### src/rtl/saes64_lane_capture.sv
// One lane's result register and capture flag; flags a repeated ready from an already-captured lane.
module saes64_lane_capture #(
  parameter int unsigned XLEN = 64
) (
  input  logic            g_clk,
  input  logic            g_resetn,
  input  logic            start,
  input  logic            active,
  input  logic            ready,
  input  logic [XLEN-1:0] d,
  output logic            flag_nxt_c,
  output logic [XLEN-1:0] data_nxt_c,
  output logic            dup_c
);

  logic            flag_q;
  logic [XLEN-1:0] data_q;

  // A new issue restarts the capture; later readies only fill an empty slot.
  always_comb begin
    flag_nxt_c = flag_q;
    data_nxt_c = data_q;
    dup_c      = 1'b0;
    if (start) begin
      flag_nxt_c = ready;
      if (ready) data_nxt_c = d;
    end else if (active && ready) begin
      if (flag_q) begin
        dup_c = 1'b1;
      end else begin
        flag_nxt_c = 1'b1;
        data_nxt_c = d;
      end
    end
  end

  always_ff @(posedge g_clk or negedge g_resetn) begin
    if (!g_resetn) begin
      flag_q <= 1'b0;
      data_q <= '0;
    end else begin
      flag_q <= flag_nxt_c;
      data_q <= data_nxt_c;
    end
  end

endmodule

### config.mk
export PLATFORM = sky130hd
export DESIGN_NAME = saes64_lane_capture
export DESIGN_NICKNAME = d
export VERILOG_FILES = /design/src/rtl/saes64_lane_capture.sv
export SDC_FILE = /design/constraint.sdc
export NUM_CORES = 1
export LEC_CHECK = 0
export CAP_MARGIN = 20
export CORE_AREA = 2 2 84 86
export CTS_CLUSTER_DIAMETER = 120
export DETAILED_ROUTE_END_ITERATION = 10
export DIE_AREA = 0 0 86 88
export MAX_ROUTING_LAYER = met4
export PLACE_DENSITY = 0.77
export SLEW_MARGIN = 20
export SYNTH_ARGS = -nofsm -noshare
export SYNTH_HDL_FRONTEND = slang
export SYNTH_SLANG_ARGS = --single-unit
### constraint.sdc
create_clock -name g_clk -period 1.9 [get_ports g_clk]
set_clock_uncertainty 0.2 [all_clocks]
set_input_delay 0.38 -clock g_clk [delete_from_list [all_inputs] [get_ports g_clk]]
set_output_delay 0.38 -clock g_clk [all_outputs]
set_load 0.005 [all_outputs]
==> results.json <==
{
  "cts_tree": "built",
  "fmaxAchievable_mhz": 405,
  "cts-root-buf": "clkbuf_8",
  "regArea_mm2": 0.00163,
  "violations": "setup timing",
  "clkSinkCount": 65,
  "grt_pass1_vias": 2052,
  "drc": 0,
  "whs_ps": 294,
  "endpoint_kind": "primary output",
  "finalPower_w": 0.00421,
  "grt_pass1_wl_um": 10600,
  "yosysWarningCount": 0,
  "wl_um": 7120,
  "p_switching_w": 0.000981,
  "clk_pin_slew_ps": 70,
  "fp.dieH_um": 88,
  "core_area_mm2": 0.00664,
  "via_per_inst": 4.51,
  "final_max_slew_viol_count": 0,
  "slowest_delay_ps": 400,
  "cp.required_ps": 1320,
  "start_util_pct": 37.0,
  "tightest_slew_ps": 356,
  "design.die.area_mm2": 0.00757,
  "power.internal_w": 0.00323,
  "multi_input_area_mm2": 0.00101,
  "final_cells": 417,
  "setup_violations": 64,
  "synth_commonest_cells": "65 x dfrtp_1, 59 x mux2_2, 6 x buf_6, 5 x mux2_1, 2 x o21ai_0",
  "pwr-share-comb_pct": 32.0,
  "grt_max_degree": 66,
  "grt_antenna_before_repair": 0,
  "wl_per_cell_um": 17.1,
  "avgSynthCellArea_um2": 17.3,
  "seq_area_frac_synth_pct": 66.1,
  "vdd_drop_max_v": 0.000452,
  "h-tree-depth": 3,
  "p_sw_share_pct": 23.3,
  "min_period_over_period_pct": 130,
  "yosysMostFrequentCell": "dfrtp_1",
  "slowest_stage": "dfrtp_1",
  "cp_max_fo": 6,
  "track_usage_pct": 19.1,
  "vias": 1880,
  "hold_viol": 0,
  "boundaryPins": 135,
  "synth.area.top_cells": "dfrtp_1 66%, mux2_2 27%, buf_6 2.7%",
  "synth-async-reset-ratio_pct": 100,
  "first_pass_iters": 4,
  "yosysTopAreaCell": "dfrtp_1",
  "synth_cells": 142,
  "p_seq_share_pct": 39.4,
  "ys_types": 10,
  "rsz0062_at_grt": "yes",
  "grt_overflow": 0,
  "start_kind": "flip-flop",
  "netlist_area_mm2": 0.00246,
  "syn_to_final_growth_pct": 98.1,
  "crit_top_cell": "buf_4",
  "ant_nets": 0,
  "nFillCells": 446,
  "numCtsBuffers": 9,
  "fin_ws_ps": -569,
  "clk_latency_ps": 320,
  "relSlewSlack_pct": 76.3,
  "die_x_um": 86,
  "hold_path.class": "reg -> reg",
  "synth_ff_type": "dfrtp_1",
  "p_per_area_mw_per_mm2": 864,
  "dp_hpwl_um": 4080,
  "cap_viol_max_count": 0,
  "synth_nets": 211,
  "worstPathCellList": "nor2b_4, o21ai_4, buf_12, buf_4, buf_8, buf_4, mux2_4, buf_6",
  "ys_ff_latch": 65,
  "timing_worst_setup_path_type": "reg -> out",
  "clkPwrFrac_pct": 28.6,
  "yosys.area.top_type_share_pct": 66.1,
  "rows": 30,
  "portBuffers": 134,
  "synth_edf_count": 0,
  "routabilityCongestion": 0.704,
  "layout.nets": 401,
  "outcome": "finished, violations left",
  "worstPathArrival_ps": 1890,
  "antenna_cells": 0,
  "min_period_ps": 2470,
  "clock_path_buffers": 2,
  "first_iter_violations": 45,
  "place_inst": 357,
  "drive_above_1_share_pct": 57.9,
  "p_leak_nw": 2.42
}
==> power by group through the flow <==
stage               Sequential, W  Clock [W]  Combinational (W)
finish                    0.00166    0.00121            0.00135
global placement          0.00166          0           0.000997
CTS                       0.00165    0.00124            0.00128
detailed placement        0.00167          0            0.00101
global route              0.00167    0.00131            0.00143
floorplan                 0.00165          0           0.000354
==> flip-flops by register name, indices dropped and copies added (netlist names) <==
signal,cells
flag_q,1
data_q,64
==> stage by stage <==
stage	worst slack, ps	utilization, %	TNS [ps]	area, um^2
after floorplan	-20.1	-	-1160	2460
after global placement	-978	59.0	-75890	3920
after detailed placement	-997	59.0	-74500	3920
after CTS	-637	71.8	-32470	4770
after global routing	-634	73.3	-32080	4870
final	-569	73.3	-28130	4870
==> routing by layer <==
| layer | wire [um] | GRT usage, % |
|---|---|---|
| met2 | 3530 | 30.2 |
| met1 | 3020 | 24.1 |
| met5 | 0 | - |
| met4 | 43 | 4.33 |
| met3 | 521 | 6.41 |
==> worst max-delay path: cells and delay by family, from the launching register on <==
kind,cells,cell delay (ps)
buffers and inverters,5,660
multiplexers,1,310
AO/OA/AOI/OAI,1,60
AND/OR/NAND/NOR,1,140
flip-flops,1,400
==> repair_timing <==
item	in CTS	in global routing
resized for setup	312	69
endpoints found under the setup margin	66	67
endpoints found under the hold margin	65	0
setup buffers	29	13
pin swaps	1	1
cloned	3	0
hold buffers	1	0
==> cell type report <==
cell class	instances	share of cell area, %
inverter	1	0.0770
timing repair buffer	185	39.6
tap	80	2.05
clock inverter	2	0.719
multi-input combinational	70	20.6
sequential	65	33.4
clock buffer	14	3.54
==> layout by cell type, fill, tap and decap left out <==
cell / n
clkbuf_1: 2
buf_2: 2
buf_6: 63
buf_16: 3
nor3_1: 1
o21ai_4: 1
nor2b_4: 1
bufinv_16: 1
dlygate4sd2_1: 4
dlygate4sd3_1: 1
buf_12: 9
buf_8: 2
clkdlybuf4s15_1: 1
clkdlybuf4s50_1: 64
nand2_1: 1
clkbuf_8: 12
mux2_4: 63
o21ai_0: 1
o21ai_1: 1
buf_4: 16
dfrtp_1: 65
mux2_2: 1
inv_1: 1
clkinv_2: 1
clkbuf_2: 20
==> kinds of logic after synthesis <==
logic type / Yosys count / synth area share, %
flops: 65 / 66.1
mux: 64 / 29.3
simple gates: 3 / 0.610
compound gates: 3 / 1.07
buf+inv: 7 / 2.90
==> path summary, 6_finish.rpt <==
check / start / to / slack, ps / cells past startpoint
max: flag_q / data_nxt_c[10] / -570 / 8
min: data_q[50] / data_q[50] / 290 / 1
max reg2reg: flag_q / data_q[59] / 20 / 8
min reg2reg: data_q[50] / data_q[50] / 290 / 1
max in group asynchronous: g_resetn / data_q[34] / 820 / 3
min in group asynchronous: g_resetn / data_q[10] / 390 / 3
No activity file was read; power rests on OpenSTA's default activity.
